$ cat src/rtl/nic_flt_log_pkg.sv
// Shared constants, FSM states and helpers for the NIC fault logger.
// Optional alert output is enabled by defining NIC_FLT_LOG_ALERT_EN.
package nic_flt_log_pkg;

  localparam int FLT_AUX_SEQ_NIC0  = 0;
  localparam int FLT_P12V_SEQ_NIC0 = 1;
  localparam int FLT_AUX_SEQ_NIC1  = 2;
  localparam int FLT_P12V_SEQ_NIC1 = 3;
  localparam int FLT_AUX_RT_NIC0   = 4;
  localparam int FLT_P12V_RT_NIC0  = 5;
  localparam int FLT_AUX_RT_NIC1   = 6;
  localparam int FLT_P12V_RT_NIC1  = 7;

  localparam logic [1:0] ADDR_STICKY = 2'd0;
  localparam logic [1:0] ADDR_FIRST  = 2'd1;
  localparam logic [1:0] ADDR_SNAP   = 2'd2;
  localparam logic [1:0] ADDR_COUNT  = 2'd3;

  typedef enum logic [1:0] {
    ST_IDLE,
    ST_ARMED,
    ST_LATCHED
  } fltState_t;

  function automatic logic [3:0] popCount8(input logic [7:0] v);
    logic [3:0] n;
    n = '0;
    for (int i = 0; i < 8; i++) begin
      n = n + {3'b000, v[i]};
    end
    return n;
  endfunction

  // Highest-to-lowest scan so the lowest set bit wins.
  function automatic logic [2:0] lowestIdx(input logic [7:0] v);
    logic [2:0] idx;
    idx = '0;
    for (int i = 7; i >= 0; i--) begin
      if (v[i]) begin
        idx = 3'(i);
      end
    end
    return idx;
  endfunction

endpackage

$ cat src/rtl/nic_flt_debounce.sv
// Per-flag debounce: saturating high-run counter with level and edge outputs.
// Part of the NIC fault logger (alert option: NIC_FLT_LOG_ALERT_EN).
module nic_flt_debounce #(
  parameter int DEBOUNCE_CYC = 4
) (
  input  logic iClk,
  input  logic iRst,
  input  logic iFlt,
  output logic oQual,
  output logic oRise
);

  localparam logic [3:0] LIM = 4'(DEBOUNCE_CYC);

  logic [3:0] cnt;

  always_ff @(posedge iClk) begin
    if (iRst) begin
      cnt <= '0;
    end else if (!iFlt) begin
      cnt <= '0;
    end else if (cnt != LIM) begin
      cnt <= cnt + 4'd1;
    end
  end

  // Qualification is reported in the cycle the counter reaches the limit.
  assign oRise = iFlt & (cnt == LIM - 4'd1);
  assign oQual = iFlt & (oRise | (cnt == LIM));

endmodule

$ cat src/rtl/ocp3_nic_fault_logger.sv
// NIC fault logger: sticky faults, first-fault capture, event count, read port.
// Define NIC_FLT_LOG_ALERT_EN to drive oFLT_ALERT_N from the sticky bits.
module ocp3_nic_fault_logger
  import nic_flt_log_pkg::*;
#(
  parameter int DEBOUNCE_CYC = 4,
  parameter int CNT_W        = 8
) (
  input  logic       iClk,
  input  logic       iRst,
  input  logic [7:0] iFlt,
  input  logic [7:0] iNICx_FSM_curr,
  input  logic       iClr,
  input  logic       iRdEn,
  input  logic [1:0] iRdAddr,
  output logic [7:0] oRdData,
  output logic       oRdValid,
  output logic [7:0] oFltSticky,
  output logic       oFirstFltVld,
  output logic [2:0] oFirstFltIdx,
  output logic       oFLT_ALERT_N
);

  localparam int SW = CNT_W + 4;
  localparam logic [CNT_W-1:0] CNT_MAX = {CNT_W{1'b1}};

  logic [7:0] qual;
  logic [7:0] rise;
  logic [7:0] evt;

  for (genvar i = 0; i < 8; i++) begin : gDeb
    nic_flt_debounce #(
      .DEBOUNCE_CYC(DEBOUNCE_CYC)
    ) uDeb (
      .iClk (iClk),
      .iRst (iRst),
      .iFlt (iFlt[i]),
      .oQual(qual[i]),
      .oRise(rise[i])
    );
  end

  assign evt = rise & qual;

  fltState_t        state;
  fltState_t        stateNxt;
  logic             latch;
  logic [7:0]       snap;
  logic [CNT_W-1:0] evtCnt;
  logic [CNT_W-1:0] cntBase;
  logic [CNT_W-1:0] cntNxt;
  logic [SW-1:0]    cntSum;
  logic [7:0]       stickyBase;
  logic [7:0]       cnt8;
  logic [CNT_W+7:0] cntExt;

  always_comb begin
    stateNxt = state;
    latch    = 1'b0;
    unique case (state)
      ST_IDLE: stateNxt = ST_ARMED;
      ST_ARMED: begin
        if (|evt) begin
          stateNxt = ST_LATCHED;
          latch    = 1'b1;
        end
      end
      ST_LATCHED: begin
        // A fault arriving with the clear becomes the new first fault.
        if (iClr) begin
          if (|evt) begin
            latch = 1'b1;
          end else begin
            stateNxt = ST_ARMED;
          end
        end
      end
      default: stateNxt = ST_IDLE;
    endcase
  end

  always_comb begin
    stickyBase = iClr ? 8'h00 : oFltSticky;
    cntBase    = iClr ? '0 : evtCnt;
    cntSum     = SW'(cntBase) + SW'(popCount8(evt));
    cntNxt     = (cntSum > SW'(CNT_MAX)) ? CNT_MAX : cntSum[CNT_W-1:0];
    cntExt     = {8'h00, evtCnt};
    cnt8       = cntExt[7:0];
  end

  always_ff @(posedge iClk) begin
    if (iRst) begin
      state        <= ST_IDLE;
      oFltSticky   <= '0;
      evtCnt       <= '0;
      oFirstFltVld <= 1'b0;
      oFirstFltIdx <= '0;
      snap         <= '0;
    end else begin
      state      <= stateNxt;
      oFltSticky <= stickyBase | evt;
      evtCnt     <= cntNxt;
      if (latch) begin
        oFirstFltVld <= 1'b1;
        oFirstFltIdx <= lowestIdx(evt);
        snap         <= iNICx_FSM_curr;
      end else if (iClr) begin
        oFirstFltVld <= 1'b0;
        oFirstFltIdx <= '0;
        snap         <= '0;
      end
    end
  end

  always_ff @(posedge iClk) begin
    if (iRst) begin
      oRdValid <= 1'b0;
      oRdData  <= '0;
    end else begin
      oRdValid <= iRdEn;
      if (iRdEn) begin
        unique case (1'b1)
          (iRdAddr == ADDR_STICKY): oRdData <= oFltSticky;
          (iRdAddr == ADDR_FIRST):
            oRdData <= {oFirstFltVld, 4'b0000, oFirstFltIdx};
          (iRdAddr == ADDR_SNAP):   oRdData <= snap;
          (iRdAddr == ADDR_COUNT):  oRdData <= cnt8;
          default:                  oRdData <= '0;
        endcase
      end
    end
  end

`ifdef NIC_FLT_LOG_ALERT_EN
  logic alertN;

  always_ff @(posedge iClk) begin
    if (iRst) begin
      alertN <= 1'b1;
    end else begin
      alertN <= ~(|oFltSticky);
    end
  end

  assign oFLT_ALERT_N = alertN;
`else
  assign oFLT_ALERT_N = 1'b1;
`endif

endmodule

$ cat config.mk
export PLATFORM = sky130hd
export DESIGN_NAME = ocp3_nic_fault_logger
export DESIGN_NICKNAME = d
export VERILOG_FILES = /design/src/rtl/nic_flt_log_pkg.sv /design/src/rtl/nic_flt_debounce.sv /design/src/rtl/ocp3_nic_fault_logger.sv
export SDC_FILE = /design/constraint.sdc
export NUM_CORES = 1
export LEC_CHECK = 0
export CORE_ASPECT_RATIO = 1.5
export CORE_MARGIN = 5
export CORE_UTILIZATION = 40
export DETAILED_ROUTE_END_ITERATION = 12
export PLACE_DENSITY = 0.6
export SLEW_MARGIN = 20
export SYNTH_ARGS = -nofsm -noshare
export SYNTH_HDL_FRONTEND = slang
export SYNTH_SLANG_ARGS = --single-unit
$ cat constraint.sdc
create_clock -name iClk -period 5.5 [get_ports iClk]
set_input_delay 1.1 -clock iClk [delete_from_list [all_inputs] [get_ports iClk]]
set_output_delay 1.1 -clock iClk [all_outputs]
set_load 0.005 [all_outputs]
# After elaboration in Yosys (flattened, before gate mapping)

Index checks and enable logic that the tools add are counted.

Add/subtract/negate cells: 16
$lt $le $gt $ge: 1
Equal/unequal tests: 32
Mux-type cells: 25
Bitwise logic cells: 34
Reductions and logical operators: 13

Operator list:

| cell                                                | count |
|---|---|
| 2-to-1 mux 8 bit                                    | 5 |
| adder 4 x 1 -> 4 bit, second input constant         | 8 |
| equality test 4 x 2 -> 1 bit, second input constant | 8 |
| equality test 4 x 3 -> 1 bit, second input constant | 8 |
| != test 4 x 3 -> 1 bit, second input constant       | 8 |
| one-hot mux 8 bit (4 select lines)                  | 1 |
| 2-to-1 mux 3 bit                                    | 10 |
| adder 4 x 1 -> 4 bit                                | 4 |
| bitwise AND 1 bit                                   | 16 |
| OR reduction 2 bit                                  | 8 |
| adder 8 x 4 -> 9 bit                                | 1 |
| > comparator 9 x 8 -> 1 bit, second input constant  | 1 |
| bitwise AND 8 bit                                   | 1 |
| NOT 1 bit                                           | 8 |
| bitwise OR 1 bit                                    | 8 |
| bitwise OR 8 bit                                    | 1 |
| OR reduction 8 bit                                  | 1 |
| equality test 2 bit, second input constant          | 3 |
| 2-to-1 mux 2 bit                                    | 3 |
| != test 2 bit, second input constant                | 3 |
| one-hot mux 2 bit (3 select lines)                  | 1 |
| adder 3 x 1 -> 4 bit                                | 1 |
| equality test 2 x 1 -> 1 bit, second input constant | 2 |
| zero test 2 bit                                     | 2 |
| other kinds (6)                                     | 9 |

Register bits after elaboration: 71
Output and inout bits: 22
Logic and storage cells: 137

# Depth between registers and ports, before layout

Gate-level depths: netlist (run 1).

Word-level depth: 15
Depth in mapped cells: 15

# Cells and area by module

A second synthesis (run 1) with hierarchy kept.

Cells, all modules: 458
Area, all modules: 4,156.5 µm²

Modules (own cells, without submodules):

| module                | times used | cells each | area each (µm²) | sequential area each (µm²) |
|---|---|---|---|---|
| nic_flt_debounce      | 8          | 29         | 260.2           | 80.1 |
| ocp3_nic_fault_logger | 1          | 226        | 2,074.5         | 780.7 |

# Least setup slack after synthesis (run 1)

Ideal clock, no wire load.

Path type: input to register
Start: input port iFlt[0]
End: register evtCnt[0], in the netlist cnt8[0]
Setup time: 0.070 ns
Data arrival time: 4.568 ns
Required time: 5.430 ns
Slack: 0.862 ns
Stages on the path: 13
Path through: nand3_1 -> inv_1 -> fa_1 -> inv_1 -> fa_1 -> fa_1 -> fa_1 -> fa_1 -> nor2b_1 -> o21ai_1 -> nor2b_4 -> or3_1 -> a21oi_1

Cells in the longest elaborated chain, start to end: 14

RTL lines:

| element                             | RTL line                     | RTL |
|---|---|---|
| from (decl)                         | ocp3_nic_fault_logger.sv:11  | `input logic [7:0] iFlt,` |
| bitwise AND 1 bit                   | nic_flt_debounce.sv:28       | `assign oRise = iFlt & (cnt == LIM - 4'd1);` |
| bitwise OR 1 bit                    | nic_flt_debounce.sv:29       | `assign oQual = iFlt & (oRise \| (cnt == LIM));` |
| bitwise AND 1 bit                   | nic_flt_debounce.sv:29       |  |
| bitwise AND 8 bit *                 | ocp3_nic_fault_logger.sv:43  | `assign evt = rise & qual;` |
| adder 1 x 1 -> 2 bit *              | nic_flt_log_pkg.sv:29        | `n = n + {3'b000, v[i]};` |
| adder 2 x 1 -> 3 bit *              | nic_flt_log_pkg.sv:29        |  |
| adder 3 x 1 -> 4 bit *              | nic_flt_log_pkg.sv:29        |  |
| adder 4 x 1 -> 4 bit * (4 in a row) | nic_flt_log_pkg.sv:29        |  |
| adder 8 x 4 -> 9 bit *              | ocp3_nic_fault_logger.sv:85  | `cntSum = SW'(cntBase) + SW'(popCount8(evt));` |
| > comparator 9 x 8 -> 1 bit         | ocp3_nic_fault_logger.sv:86  | `cntNxt = (cntSum > SW'(CNT_MAX)) ? CNT_MAX : cntSum[CNT_W-1:0];` |
| 2-to-1 mux 8 bit *                  | ocp3_nic_fault_logger.sv:86  |  |
| to (signal assigned)                | ocp3_nic_fault_logger.sv:102 | `evtCnt <= cntNxt;` |
| to (decl)                           | ocp3_nic_fault_logger.sv:49  | `logic [CNT_W-1:0] evtCnt;` |

Mark *: on every way between the ends. The rest lies on a longest branch, timed or not.
A chain may end at the register's enable or synchronous reset.

# Worst setup path after layout (run 1)

Start: input port iFlt[1]
End: register evtCnt[0], in the netlist cnt8[0]

Same word-level chain as after synthesis.

==> reports/metrics.yaml, run 1 <==
floorplan:
  dieHeight_microns: 128
  start_util: 0.406
  die-area_sq_um: 11400
  ios: 44
  placementRows: 43
  die_width_microns: 88.7
  core_sq_um: 9150
sta:
  setup_ws_ps: 537
  fin_tns_setup_ps: 0
  period_minus_slack_ps: 4960
  fmax_mhz: 201
  finalCritPeriodShare: 0.902
  skew_ps: 6.65
  relSlewSlack: 0.353
  whs_ps: 458
  rsz0062_at_grt: "no"
  finalMaxSlewViolations: 0
  final_hold_viol_count: 0
  tightest_slew_ps: 967
  finalSetupViolations: 0
route:
  wl_per_cell_microns: 14.3
  initialDrtViolationCount: 126
  ant_nets: 0
  first_pass_iters: 4
  via_per_inst: 5.14
  post-route-drc-count: 0
  wirelength_mm: 8.01
  vias: 2882
setup_path:
  r2r-end: "cnt8[0]"
  arrival_ps: 5220
  cp_max_fo: 6
  critPathLaunch: "iFlt[1]"
  path_class: "input port to register"
  critical_path_required_ps: 5750
  reg2regPathDepth: 14
  start_kind: "input port"
  critical_path.endpoint: "cnt8[0]"
  endpoint_kind: "register"
  rrSetupSlack_ps: 1170
  slowest_stage: "fa_1"
  cp_common_cell: "fa_1"
  cpPeakStageDelay_ps: 520
  crit_chain: "clkdlybuf4s50_1 > nand3_1 > inv_1 > fa_1 > inv_1 > fa_1 > fa_1 > fa_1 > fa_1 > nor2b_1 > o21ai_1 > nor2b_4 > or3_1 > a21oi_1"
  reg2reg_from: "gDeb[1].uDeb.cnt[0]"
cts:
  cts_buffers: 9
  cts-resized-gates: 0
  clock_latency_ps: 320
  postCtsHoldBufs: 0
  ctsLongestPathBuffers: 2
  htreeDepth: 3
  cts.sinks: 71
  cts_root_buffer: "clkbuf_16"
  clk_pin_slew_ps: 60
  post_cts_buffers: 0
  cts_tree: "built"
power_and_ir_drop:
  vdd_ir_drop_max_uv: 171
  power_w: 0.00123
  power_density_nw_per_um2: 271
  power_leakage_nw: 1.76
logic_synthesis:
  synthSimpleGateAreaFrac: 0.234
  synth_cell_types: 57
  avgSynthCellArea_sq_um: 9.29
  synth_edf_count: 0
  synth_warnings: 0
  synth_area_sq_um: 3720
  yosys_register_bits: 71
  synth-compound-area-share: 0.120
  seq_area_frac_synth: 0.382
  async_flop_share: 0
  postSynthCellCount: 400
  synthXorXnorAreaFrac: 0.0448
  synth_top_family_by_area: "simple AND/OR/NAND/NOR gates"
  synthMuxAreaShare: 0.0539
  synthesis.nets: 453
  yosys.area_share.adder: 0.114
  synth_ff_type: "dfxtp_1"
final_layout:
  syn_to_final_growth_pct: 22.3
  antenna_cells: 0
  final_nets: 498
  drive_above_1_share: 0.0891
  num-fill-cells: 870
  final_area_sq_um: 4550
grt:
  overflow: 0
  track_usage: 0.154
  antenna_found_initial: 0
  grt_first_pass_wirelength_mm: 13.7
  grt_max_degree: 29
  grt_pass1_vias: 2927
placement:
  port_buffers: 42
  hpwl_mm: 6.18
  gp_congestion: 0.819
  post-place-ws_ps: 195
  dpl-instance-area_sq_um: 4240
min_path:
  hp-class: "register to register"
flow_run:
  cap_violations: 0
status:
  status: "complete, no violations"
worst min path at each step:
stage / from / to / slack, ps / cells past startpoint
4_1_cts: snap[7] / snap[7] / 460 / 2
5_1_grt: snap[7] / snap[7] / 490 / 2
2_1_floorplan: snap[0] / snap[0] / 430 / 2
6_report: snap[7] / snap[7] / 460 / 2
3_5_place_dp: snap[7] / snap[7] / 450 / 2
3_3_place_gp: snap[7] / snap[7] / 450 / 2
final cells by class:
type	instances	area [sq um]	share of cell area
well taps	112	140	0.0308
flip-flops and latches	71	1420	0.313
clock inverters	6	86.3	0.0190
multi-input cells	289	2110	0.465
repair buffers	47	458	0.101
clock buffers	9	225	0.0495
inverters	27	104	0.0228
registers in the layout, summed over array words and instances, names as in the netlist:
signal / flops
gDeb.uDeb.cnt: 32
cnt8: 8
oFltSticky: 8
oRdData: 8
snap: 8
oFirstFltIdx: 3
state: 2
oFirstFltVld: 1
oRdValid: 1
per-layer routing:
| metal | track usage | wire length (microns) |
|---|---|---|
| met5 | 0 | 0 |
| met2 | 0.269 | 4180 |
| met3 | 0.0341 | 396 |
| met1 | 0.178 | 3230 |
| met4 | 0.0578 | 194 |
where the power goes:
group / switching, W / internal, W
logic: 0.0000468 / 0.0000454
clock network: 0.000211 / 0.000393
registers: 0.00000881 / 0.000525
worst max-delay path, delay by kind of cell:
family                     cells  cell delay [ps]
and+or+nand+nor                4              850
adders and majority gates      5             2420
buffers and inverters          3              580
AOI/OAI and AO/OA              2              250
cells by family after synthesis:
group / Yosys count
adder cells (fa/ha/maj): 31
AO/OA/AOI/OAI: 72
multiplexers: 15
XOR/XNOR: 19
other: 1
AND/OR/NAND/NOR: 151
buffers and inverters: 40
flip-flops: 71
cell usage in the layout (no fill, tap or decap), types with 8 or more instances in the layout:
cell             instances
nand3_1                 30
clkbuf_16                9
nand2_1                 21
clkdlybuf4s50_1         42
nand3b_1                 8
a21oi_1                 29
nor2_1                  42
o21ai_0                 12
inv_1                   25
dfxtp_1                 71
ha_1                    26
o21ai_1                  9
xnor2_1                 13
nand2b_1                16
mux2i_1                 11
cells in the mapped netlist, drive strengths merged (2+ instances only):
master,number,area share
nor3b,5,0.010
a21oi,29,0.039
nand3b,8,0.016
nand3,31,0.043
o21ai,21,0.028
xor2,6,0.014
clkbuf,6,0.0088
nand4bb,5,0.025
nand2b,16,0.027
or2,2,0.0034
inv,26,0.027
nor2b,7,0.014
nor3,6,0.0081
nand2,21,0.021
mux4,4,0.024
xnor2,13,0.031
dfxtp,71,0.38
a21o,3,0.0064
fa,5,0.027
nor2,43,0.045
mux2i,11,0.030
buf,7,0.013
ha,26,0.088
nand4,2,0.0074
o31ai,2,0.0040
a211oi,4,0.0094
o211ai,4,0.0081
stage by stage:
stage,instances,util
floorplan,400,-
global placement,546,0.463
detailed placement,546,0.463
CTS,561,0.497
global route,561,0.497
finish,561,0.497
Note: power is estimated with default switching activity, not from simulation.
==> run 2: changes to the inputs <==
--- a/config.mk
+++ b/config.mk
@@ -9,7 +9,7 @@
 export CORE_MARGIN = 5
 export CORE_UTILIZATION = 40
 export DETAILED_ROUTE_END_ITERATION = 12
-export PLACE_DENSITY = 0.6
+export PLACE_DENSITY = 0.63
 export SLEW_MARGIN = 20
 export SYNTH_ARGS = -nofsm -noshare
 export SYNTH_HDL_FRONTEND = slang
==> constraint.sdc (replaced) <==
create_clock -name iClk -period 5 [get_ports iClk]
set_input_delay 1 -clock iClk [delete_from_list [all_inputs] [get_ports iClk]]
set_output_delay 1 -clock iClk [all_outputs]
set_load 0.005 [all_outputs]
==> run 2 against run 1 <==
Sequential power up 9.9%. Die area is the same. Flip-flop and latch count unchanged. Register-to-register slack worse by 410 ps. Global-route usage is 0.48 points higher. Largest cell class unchanged. Cell count increased by 0.53%. Worst setup slack worse by 300 ps. Utilization is 0.68 points higher. Power grew 17%. Routed wire length rose by 2.5%.
==> reports/metrics.yaml, run 2 (synthesized netlist as in run 1, its figures left out) <==
status:
  status: "complete, no violations"
sta:
  fmax_mhz: 210
  period_minus_slack_ps: 4760
  rsz0062_at_grt: "no"
  finalMaxSlewViolations: 0
  whs_ps: 457
  finalCritPeriodShare: 0.953
  final_hold_viol_count: 0
  finalSetupViolations: 0
  skew_ps: 5.38
  relSlewSlack: 0.407
  tightest_slew_ps: 886
setup_path:
  path_class: "input port to register"
  arrival_ps: 5010
  start_kind: "input port"
  cpPeakStageDelay_ps: 530
  critical_path.endpoint: "cnt8[6]"
  reg2reg_from: "gDeb[0].uDeb.cnt[0]"
  crit_chain: "clkdlybuf4s50_1 > nand3_1 > inv_1 > fa_1 > inv_1 > fa_1 > fa_1 > fa_1 > fa_2 > nor2b_1 > o21ai_1 > nor2b_4 > buf_4 > o21ba_2 > a211oi_1"
  r2r-end: "cnt8[6]"
  rrSetupSlack_ps: 760
  reg2regPathDepth: 15
  cp_max_fo: 5
  endpoint_kind: "register"
  slowest_stage: "fa_1"
  critical_path_required_ps: 5250
  cp_common_cell: "fa_1"
  critPathLaunch: "iFlt[0]"
grt:
  grt_max_degree: 22
  overflow: 0
  grt_first_pass_wirelength_mm: 13.8
  grt_pass1_vias: 2950
  antenna_found_initial: 0
  track_usage: 0.158
floorplan:
  ios: 44
  placementRows: 43
  die-area_sq_um: 11400
  dieHeight_microns: 128
  core_sq_um: 9150
  die_width_microns: 88.7
  start_util: 0.406
placement:
  post-place-cells: 548
  port_buffers: 42
  gp_congestion: 0.767
  hpwl_mm: 6.23
power_and_ir_drop:
  power_frac_comb: 0.070
  p_switching_w: 0.000302
  p_clk_frac: 0.523
  power_leakage_nw: 1.79
  vdd_ir_drop_max_uv: 236
  power_density_nw_per_um2: 313
  pwr-share-seq: 0.407
  power_w: 0.00144
  switching_share: 0.210
  internal_power_w: 0.00114
route:
  post-route-drc-count: 0
  vias: 2926
  first_pass_iters: 4
  ant_nets: 0
  wl_per_cell_microns: 14.6
  via_per_inst: 5.19
  initialDrtViolationCount: 98
  wirelength_mm: 8.21
final_layout:
  drive_above_1_share: 0.0973
  syn_to_final_growth_pct: 24.0
  final_nets: 500
  finalNonFillerCells: 564
  fin_util: 0.504
  final_common_cell: "dfxtp_1"
  antenna_cells: 0
  layout.cells.most_common_list: "71 x dfxtp_1, 42 x nor2_1, 42 x clkdlybuf4s50_1"
  max_flop_register: "gDeb.uDeb.cnt"
  largest_reg_flops: 32
cts:
  cts_root_buffer: "clkbuf_16"
  ctsLongestPathBuffers: 2
  cts_buffers: 9
  clk_pin_slew_ps: 60
  cts_tree: "built"
  htreeDepth: 3
  postCtsHoldBufs: 0
  cts.sinks: 71
  clock_latency_ps: 340
min_path:
  hp-class: "register to register"
flow_run:
  cap_violations: 0
[run 2: how the worst min path moves through the flow]
stage	start	to	slack, ps	depth (start not counted)
2_1_floorplan	snap[0]	snap[0]	430	2
3_3_place_gp	snap[7]	snap[7]	450	2
3_5_place_dp	snap[3]	snap[3]	450	2
4_1_cts	snap[3]	snap[3]	460	2
5_1_grt	snap[1]	snap[1]	490	2
6_report	snap[3]	snap[3]	460	2
[run 2: routing by layer]
| layer | vias up | global-route usage | wire (microns) |
|---|---|---|---|
| li1 | 1476 | - | - |
| met1 | 1376 | 0.177 | 3420 |
| met2 | 58 | 0.275 | 4270 |
| met3 | 16 | 0.0424 | 334 |
| met4 | 0 | 0.0703 | 183 |
| met5 | - | 0 | 0 |
[run 2: layout make-up]
cell class,instances,area (sq um)
Clock buffer,11,253
Fill cell,867,4540
Multi-Input combinational cell,289,2110
Sequential cell,71,1420
Clock inverter,5,104
Timing Repair Buffer,49,473
Inverter,27,104
Tap cell,112,140
[run 2: worst max-delay path: cells and delay by family]
family,cells,cell delay [ps]
adder cells (fa/ha/maj),5,2400
AO/OA/AOI/OAI,3,490
AND/OR/NAND/NOR,3,390
buffers and inverters,4,730
[run 2: timing repair]
action,4_1_cts,5_1_grt
endpoints found under the setup margin,0,1
resized for setup,0,1
setup buffers,0,0
[run 2: power groups by stage]
stage | clock (W) | combinational, W | sequential [W]
finish | 0.000755 | 0.000101 | 0.000587
global route | 0.000802 | 0.000113 | 0.000589
CTS | 0.000769 | 0.000103 | 0.000587
detailed placement | 0 | 0.000102 | 0.000599
global placement | 0 | 0.0000996 | 0.000599
floorplan | 0 | 0.0000641 | 0.000597
[run 2: per-stage QoR]
| step | setup TNS (ps) | setup WS, ps | instance area [sq um] |
|---|---|---|---|
| 2_1_floorplan | 0 | 462 | 3720 |
| 3_3_place_gp | -500 | -110 | 4250 |
| 3_5_place_dp | -908 | -217 | 4250 |
| 4_1_cts | 0 | 126 | 4610 |
| 5_1_grt | 0 | 18.5 | 4610 |
| 6_report | 0 | 237 | 4610 |
